`config.mk`:
```
export PLATFORM = sky130hd
export DESIGN_NAME = deadtime_gate
export DESIGN_NICKNAME = d
export VERILOG_FILES = /design/src/rtl/deadtime_gate.sv
export SDC_FILE = /design/constraint.sdc
export NUM_CORES = 1
export LEC_CHECK = 0
export CORE_AREA = 2 2 77 79
export CTS_CLUSTER_DIAMETER = 120
export DETAILED_ROUTE_END_ITERATION = 7
export DIE_AREA = 0 0 79 81
export GPL_ROUTABILITY_DRIVEN = 1
export PLACE_DENSITY = 0.8
export SLEW_MARGIN = 20
export SYNTH_ARGS = -nofsm -noshare
export SYNTH_HDL_FRONTEND = slang
export SYNTH_SLANG_ARGS = --single-unit
export TNS_END_PERCENT = 50
```
`constraint.sdc`:
```
create_clock -name clk -period 2 [get_ports clk]
set_input_delay 0.5 -clock clk [delete_from_list [all_inputs] [get_ports clk]]
set_output_delay 0.5 -clock clk [all_outputs]
set_load 0.01 [all_outputs]
```
`src/rtl/deadtime_gate.sv`:
```
// -----------------------------------------------------------------------------
// deadtime_gate
//   Three-phase gate-drive dead-time inserter with an overcurrent fault latch.
//   Each phase turns U/L demands from the PWM modulator into registered
//   complementary gate drives. At least dead-time+1 clk cycles with both gates
//   low are guaranteed between one gate turning off and its complement
//   turning on.
//
// Parameters
//   DT_WIDTH       dead-time register / counter width in clk cycles (default 8)
//
// Ports
//   clk            single clock, everything on the rising edge
//   reset          synchronous active-high reset
//   MMS_addr       Avalon slave word address
//                    0: dead-time
//                    1: enable (bit 0)
//                    2: fault clear (bit 0 = 1)
//                    3: unused
//   MMS_write      Avalon write strobe
//   MMS_writedata  Avalon write data
//   Udrive[0:2]    high-side demand per phase
//   Ldrive[0:2]    low-side demand per phase
//   trip_n         overcurrent trip, active low, already synchronous to clk
//   Ugate[0:2]     registered high-side gate drive
//   Lgate[0:2]     registered low-side gate drive
//   faultirq       one-cycle pulse when the fault latch sets
//
// Build option
//   SHOOT_THROUGH_DETECT_EN  when defined, Udrive=Ldrive=1 on any phase while
//                            enabled trips the fault latch like trip_n=0 does.
//                            When undefined, that combination is only a NONE
//                            request.
// -----------------------------------------------------------------------------
module deadtime_gate #(
  parameter int DT_WIDTH = 8
) (
  input  logic        clk,
  input  logic        reset,
  input  logic [1:0]  MMS_addr,
  input  logic        MMS_write,
  input  logic [31:0] MMS_writedata,
  input  logic [0:2]  Udrive,
  input  logic [0:2]  Ldrive,
  input  logic        trip_n,
  output logic [0:2]  Ugate,
  output logic [0:2]  Lgate,
  output logic        faultirq
);

  localparam int NPH = 3;

  localparam logic [1:0] ST_IDLE = 2'd0;
  localparam logic [1:0] ST_U_ON = 2'd1;
  localparam logic [1:0] ST_L_ON = 2'd2;

  localparam logic [1:0] REQ_NONE = 2'd0;
  localparam logic [1:0] REQ_U    = 2'd1;
  localparam logic [1:0] REQ_L    = 2'd2;

  localparam logic [DT_WIDTH-1:0] DT_ONES = {DT_WIDTH{1'b1}};
  localparam logic [DT_WIDTH-1:0] DT_ZERO = {DT_WIDTH{1'b0}};
  localparam logic [DT_WIDTH-1:0] DT_ONE  = {{(DT_WIDTH-1){1'b0}}, 1'b1};

  // Register file and fault latch
  logic [DT_WIDTH-1:0] dt_q, dt_d;
  logic                enable_q, enable_d;
  logic                fault_q, fault_d;
  logic                faultirq_q, faultirq_d;

  // Per-phase state
  logic [1:0]          state_q [0:NPH-1];
  logic [1:0]          state_d [0:NPH-1];
  logic [DT_WIDTH-1:0] cnt_q   [0:NPH-1];
  logic [DT_WIDTH-1:0] cnt_d   [0:NPH-1];
  logic [0:2]          ugate_q, ugate_d;
  logic [0:2]          lgate_q, lgate_d;

  logic [1:0]          req_s [0:NPH-1];
  logic                clr_req_s;
  logic                shoot_s;
  logic                fault_set_s;
  logic                force_idle_s;

  // Only the low dead-time bits and bit 0 are architecturally meaningful.
  logic                unused_wdata_s;
  assign unused_wdata_s = ^MMS_writedata;

`ifdef SHOOT_THROUGH_DETECT_EN
  assign shoot_s = |(Udrive & Ldrive);
`else
  assign shoot_s = 1'b0;
`endif

  // Decode each phase's demand pair into a single request; both-high means NONE.
  always_comb begin
    for (int i = 0; i < NPH; i++) begin
      if (Udrive[i] && !Ldrive[i]) begin
        req_s[i] = REQ_U;
      end else if (Ldrive[i] && !Udrive[i]) begin
        req_s[i] = REQ_L;
      end else begin
        req_s[i] = REQ_NONE;
      end
    end
  end

  // Avalon write decode for dead-time, enable and fault-clear request.
  always_comb begin
    dt_d      = dt_q;
    enable_d  = enable_q;
    clr_req_s = 1'b0;
    if (MMS_write) begin
      case (MMS_addr)
        2'd0:    dt_d      = MMS_writedata[DT_WIDTH-1:0];
        2'd1:    enable_d  = MMS_writedata[0];
        2'd2:    clr_req_s = MMS_writedata[0];
        default: clr_req_s = 1'b0;
      endcase
    end else begin
      clr_req_s = 1'b0;
    end
  end

  // Fault latch: set beats clear, and a clear is honoured only while trip_n is high.
  // Gates are forced off on the same edge the latch sets.
  always_comb begin
    fault_set_s = enable_q & (~trip_n | shoot_s);
    if (fault_set_s) begin
      fault_d = 1'b1;
    end else if (clr_req_s && trip_n) begin
      fault_d = 1'b0;
    end else begin
      fault_d = fault_q;
    end
    faultirq_d   = fault_d & ~fault_q;
    force_idle_s = fault_d | ~enable_q;
  end

  // Per-phase dead-time FSM; gate drives are decoded from the next state so they
  // follow a request change by exactly one clk.
  always_comb begin
    for (int i = 0; i < NPH; i++) begin
      state_d[i] = state_q[i];
      cnt_d[i]   = cnt_q[i];
      if (force_idle_s) begin
        state_d[i] = ST_IDLE;
        cnt_d[i]   = dt_q;
      end else begin
        case (state_q[i])
          ST_IDLE: begin
            // Free-running saturating countdown; requests never restart it.
            if (cnt_q[i] == DT_ZERO) begin
              cnt_d[i] = DT_ZERO;
              if (req_s[i] == REQ_U) begin
                state_d[i] = ST_U_ON;
              end else if (req_s[i] == REQ_L) begin
                state_d[i] = ST_L_ON;
              end else begin
                state_d[i] = ST_IDLE;
              end
            end else begin
              cnt_d[i]   = cnt_q[i] - DT_ONE;
              state_d[i] = ST_IDLE;
            end
          end
          ST_U_ON: begin
            if (req_s[i] != REQ_U) begin
              state_d[i] = ST_IDLE;
              cnt_d[i]   = dt_q;
            end else begin
              state_d[i] = ST_U_ON;
            end
          end
          ST_L_ON: begin
            if (req_s[i] != REQ_L) begin
              state_d[i] = ST_IDLE;
              cnt_d[i]   = dt_q;
            end else begin
              state_d[i] = ST_L_ON;
            end
          end
          default: begin
            state_d[i] = ST_IDLE;
            cnt_d[i]   = dt_q;
          end
        endcase
      end
      ugate_d[i] = (state_d[i] == ST_U_ON);
      lgate_d[i] = (state_d[i] == ST_L_ON);
    end
  end

  // State registers with synchronous reset to the safe all-off condition.
  always_ff @(posedge clk) begin
    if (reset) begin
      dt_q       <= DT_ONES;
      enable_q   <= 1'b0;
      fault_q    <= 1'b0;
      faultirq_q <= 1'b0;
      ugate_q    <= 3'b000;
      lgate_q    <= 3'b000;
      for (int i = 0; i < NPH; i++) begin
        state_q[i] <= ST_IDLE;
        cnt_q[i]   <= DT_ONES;
      end
    end else begin
      dt_q       <= dt_d;
      enable_q   <= enable_d;
      fault_q    <= fault_d;
      faultirq_q <= faultirq_d;
      ugate_q    <= ugate_d;
      lgate_q    <= lgate_d;
      for (int i = 0; i < NPH; i++) begin
        state_q[i] <= state_d[i];
        cnt_q[i]   <= cnt_d[i];
      end
    end
  end

  assign Ugate    = ugate_q;
  assign Lgate    = lgate_q;
  assign faultirq = faultirq_q;

endmodule

```
==> metrics.yaml <==
timing:
  number_of_slew_limit_violations_in_the_final_report: 0
  maxClockFrequency_mhz: 490
  final-hold-violation-count: 0
  period_minus_slack_ns: 2.04
  timing_worst_slew_pin_value_ns: 0.585
  setup-tns-final_ns: -0.0463
  post-route-period-util: 1.02
  rsz0062_at_grt: "true"
  slew_margin_rel: 0.609
  setup_viol_count_final: 2
  postLayoutSetupSlackWorst_ns: -0.0392
  finClkSkew_ns: 0.00391
  hold-worst-slack_ns: 0.529
routing:
  drt_pass1_iterations: 4
  initialDrtViolationCount: 155
  wl_per_cell_um: 15.4
  routed_wl_um: 6610
  post_drt_via_cell_ratio: 5.70
  num_vias: 2452
  antenna_left: 0
  drc: 0
grt:
  grt_residual_overflow: 0
  grt_use_met3: 0.0422
  gr-usage-all-layers: 0.209
  global_route_wire_length_before_repair_um: 10500
  global_route.peak_usage_layer: "met2"
  antenna_found_initial: 0
  grtUsageMet2: 0.370
  vias_in_the_first_global_route: 2269
  grt_start_max_net_pins: 31
  met1_usage_in_global_routing: 0.245
worst_setup_path:
  category_of_the_worst_setup_path_capture_point: "flip-flop"
  cp_data_arrival_time_ns: 2.21
  timing.critical_path.slowest_stage_cell: "sky130_fd_sc_hd__or4b_4"
  crit_chain: "inv_2 -> ha_4 -> or4b_4 -> nor4_4 -> buf_4 -> buf_4 -> nor3b_2 -> a2111oi_2 -> a21oi_1"
  worst_ep_required_time_ns: 2.18
  worst-setup-path-type: "flip-flop to flip-flop"
  critical_path.max_fanout: 5
  crit_path_frequent_cell: "sky130_fd_sc_hd__buf_4"
  cpPeakStageDelay_ns: 0.50
  timing.critical_path.from_type: "flip-flop"
synth:
  ys_types: 58
  postSynthAreaPerCell_um2: 8.77
  synth_largest_area_cell: "sky130_fd_sc_hd__dfxtp_1"
  yosysTopAreaCellShare: 0.374
  yosys_register_bits: 47
  edff_count_synth: 0
  dominantRegCellSynth: "sky130_fd_sc_hd__dfxtp_1"
  synth-warning-count: 0
  share_of_async_settable_or_async_resettable_flops_after_synthesis: 0
  yosys-top-cells-area: "sky130_fd_sc_hd__dfxtp_1 37%, sky130_fd_sc_hd__a211o_1 5.6%, sky130_fd_sc_hd__a21oi_1 4.4%"
  netlist_area_mm2: 0.00252
  syn_inst: 287
  yosysSeqAreaShare: 0.374
  synth_nets: 334
clocking:
  root_buffer: "sky130_fd_sc_hd__clkbuf_8"
  cts-htree-levels: 2
  clock_tree.buffer_depth: 2
  insertion_delay_ns: 0.30
  tritoncts: "yes"
  post_cts_hold_buffer_count: 0
  cts-buffers-inserted: 5
  path_clk_slew_ns: 0.08
  cts.sink_count: 47
floorplanning:
  io-pin-count: 51
  die_area_mm2: 0.00640
  starting_density_of_the_core: 0.443
  die_height_um: 81
  rows: 28
  die_width_um: 79
  core_region_area_mm2: 0.00568
pwr:
  power.density_cell_area_mw_per_mm2: 559
  irDropWorstVdd_v: 0.000435
  power_leakage_nw: 1.26
flow_run:
  max_cap_viol_count: 0
placed_design:
  detailedPlacementHpwl_um: 4660
  placed_area_mm2: 0.00314
  globalplace.congestion: 0.861
  placement.io_buffers: 26
  dpl_worst_slack_ns: -0.462
outcome:
  violations: "setup timing"
  run_status: "finished, violations left"
finish:
  ff_latch_area_um2: 943
  nets: 402
  syn_to_final_growth_pct: 34.9
  share_of_cells_above_drive_strength_1: 0.237
  finalInstanceArea_mm2: 0.00339
  num_antenna_cells: 0
  multiInputGateArea_mm2: 0.00160
  layout.filler_cells: 476
worst_hold_path:
  worstHoldPathType: "flip-flop to flip-flop"
==> path summary, 6_finish.rpt <==
kind	startpoint	to	slack (ns)	cells after the start
worst max-delay path	cnt_q[0][9]	cnt_q[0][9]	-0.04	9
worst min-delay path	cnt_q[0][11]	cnt_q[0][11]	0.53	1
worst max register to register	cnt_q[0][9]	cnt_q[0][9]	-0.04	9
worst min register to register	cnt_q[0][11]	cnt_q[0][11]	0.53	1
==> synth_stat cells (2+ instances only) <==
| library cell | number |
|---|---|
| sky130_fd_sc_hd__or4_1 | 2 |
| sky130_fd_sc_hd__o21ai_1 | 3 |
| sky130_fd_sc_hd__nor3b_1 | 8 |
| sky130_fd_sc_hd__inv_1 | 8 |
| sky130_fd_sc_hd__a221oi_1 | 2 |
| sky130_fd_sc_hd__and3_1 | 2 |
| sky130_fd_sc_hd__mux2i_1 | 7 |
| sky130_fd_sc_hd__nand2_1 | 14 |
| sky130_fd_sc_hd__o22ai_1 | 3 |
| sky130_fd_sc_hd__buf_2 | 3 |
| sky130_fd_sc_hd__a211oi_1 | 5 |
| sky130_fd_sc_hd__nor4b_1 | 2 |
| sky130_fd_sc_hd__a211o_1 | 16 |
| sky130_fd_sc_hd__o21ai_0 | 15 |
| sky130_fd_sc_hd__nor2b_1 | 12 |
| sky130_fd_sc_hd__nand3b_1 | 3 |
| sky130_fd_sc_hd__ha_1 | 3 |
| sky130_fd_sc_hd__a2111oi_4 | 2 |
| sky130_fd_sc_hd__clkbuf_1 | 8 |
| sky130_fd_sc_hd__nor2_1 | 27 |
| sky130_fd_sc_hd__nor4_1 | 4 |
| sky130_fd_sc_hd__a31oi_1 | 2 |
| sky130_fd_sc_hd__a21boi_0 | 2 |
| sky130_fd_sc_hd__nand2b_1 | 8 |
| sky130_fd_sc_hd__o311ai_0 | 2 |
| sky130_fd_sc_hd__a21oi_1 | 22 |
| sky130_fd_sc_hd__nor3_1 | 8 |
| sky130_fd_sc_hd__a21o_1 | 3 |
| sky130_fd_sc_hd__or3_1 | 7 |
| sky130_fd_sc_hd__o2bb2ai_1 | 2 |
| sky130_fd_sc_hd__dfxtp_1 | 47 |
| sky130_fd_sc_hd__a22oi_1 | 2 |
| sky130_fd_sc_hd__a2111oi_0 | 2 |
| sky130_fd_sc_hd__and2_1 | 2 |
| sky130_fd_sc_hd__nand3_1 | 4 |
| sky130_fd_sc_hd__o21bai_1 | 3 |
==> area by class of cell <==
type	count	area share
Timing Repair Buffer	74	0.185
Inverter	8	0.00885
Clock inverter	1	0.00885
Clock buffer	6	0.0214
Multi-Input combinational cell	219	0.470
Sequential cell	47	0.278
Tap cell	75	0.0276
==> metrics by stage <==
stage                     std cells  total power [mW]  utilization
final                           430              1.90        0.598
after global routing            430              1.97        0.598
after CTS                       425              1.90        0.580
after detailed placement        417              1.22        0.554
after global placement          417              1.22        0.554
after floorplan                 287              1.12            -
==> per-layer routing <==
metal  vias up  part of all wire
li1       1218                 -
met1      1156              0.44
met2        68              0.50
met3        10             0.048
met4         0             0.018
met5         -                 0
==> registers in the layout, indices dropped and copies added, names as in the netlist <==
register  count
cnt_q        24
dt_q          8
state_q       6
Lgate         3
Ugate         3
enable_q      1
fault_q       1
faultirq      1
==> where the power goes <==
part | switching (mW) | internal [mW]
sequential | 0.0427 | 0.965
combinational | 0.0892 | 0.120
clock | 0.314 | 0.367
total | 0.446 | 1.45
==> timing repair <==
action                                  in CTS  in global routing
gates resized for setup                     15                 15
pin swaps                                    4                  7
cloned                                       1                  0
endpoints found under the setup margin      21                  9
setup buffers                                0                  5
==> cells by family after synthesis <==
group | after synthesis | synth area share
adder cells (fa/ha/maj) | 3 | 0.0149
buffers and inverters | 21 | 0.0358
AO/OA/AOI/OAI | 94 | 0.271
multiplexers | 8 | 0.0323
flip-flops | 47 | 0.374
AND/OR/NAND/NOR | 113 | 0.269
XOR/XNOR | 1 | 0.00348
==> cell usage in the layout, fill, tap and decap left out, drive strengths merged, types with 4 or more instances in the layout <==
cell,count
nor4,6
nor2b,12
nand3,4
a211oi,5
nand2,14
a21oi,23
nand2b,9
buf,48
a2111oi,4
nor2,28
dlygate4sd2,5
inv,8
a211o,16
nor3,8
clkdlybuf4s50,21
or3,7
clkbuf,6
mux2i,7
nor3b,8
o21ai,18
dfxtp,47
==> critical path: cells and delay by family, from the launching register on <==
kind | cells | cell delay (ns)
and+or+nand+nor | 3 | 0.78
DFF | 1 | 0.34
buffers and inverters | 3 | 0.33
AOI/OAI and AO/OA | 2 | 0.32
adders and majority gates | 1 | 0.13
Note: power is estimated with default switching activity, not from simulation.
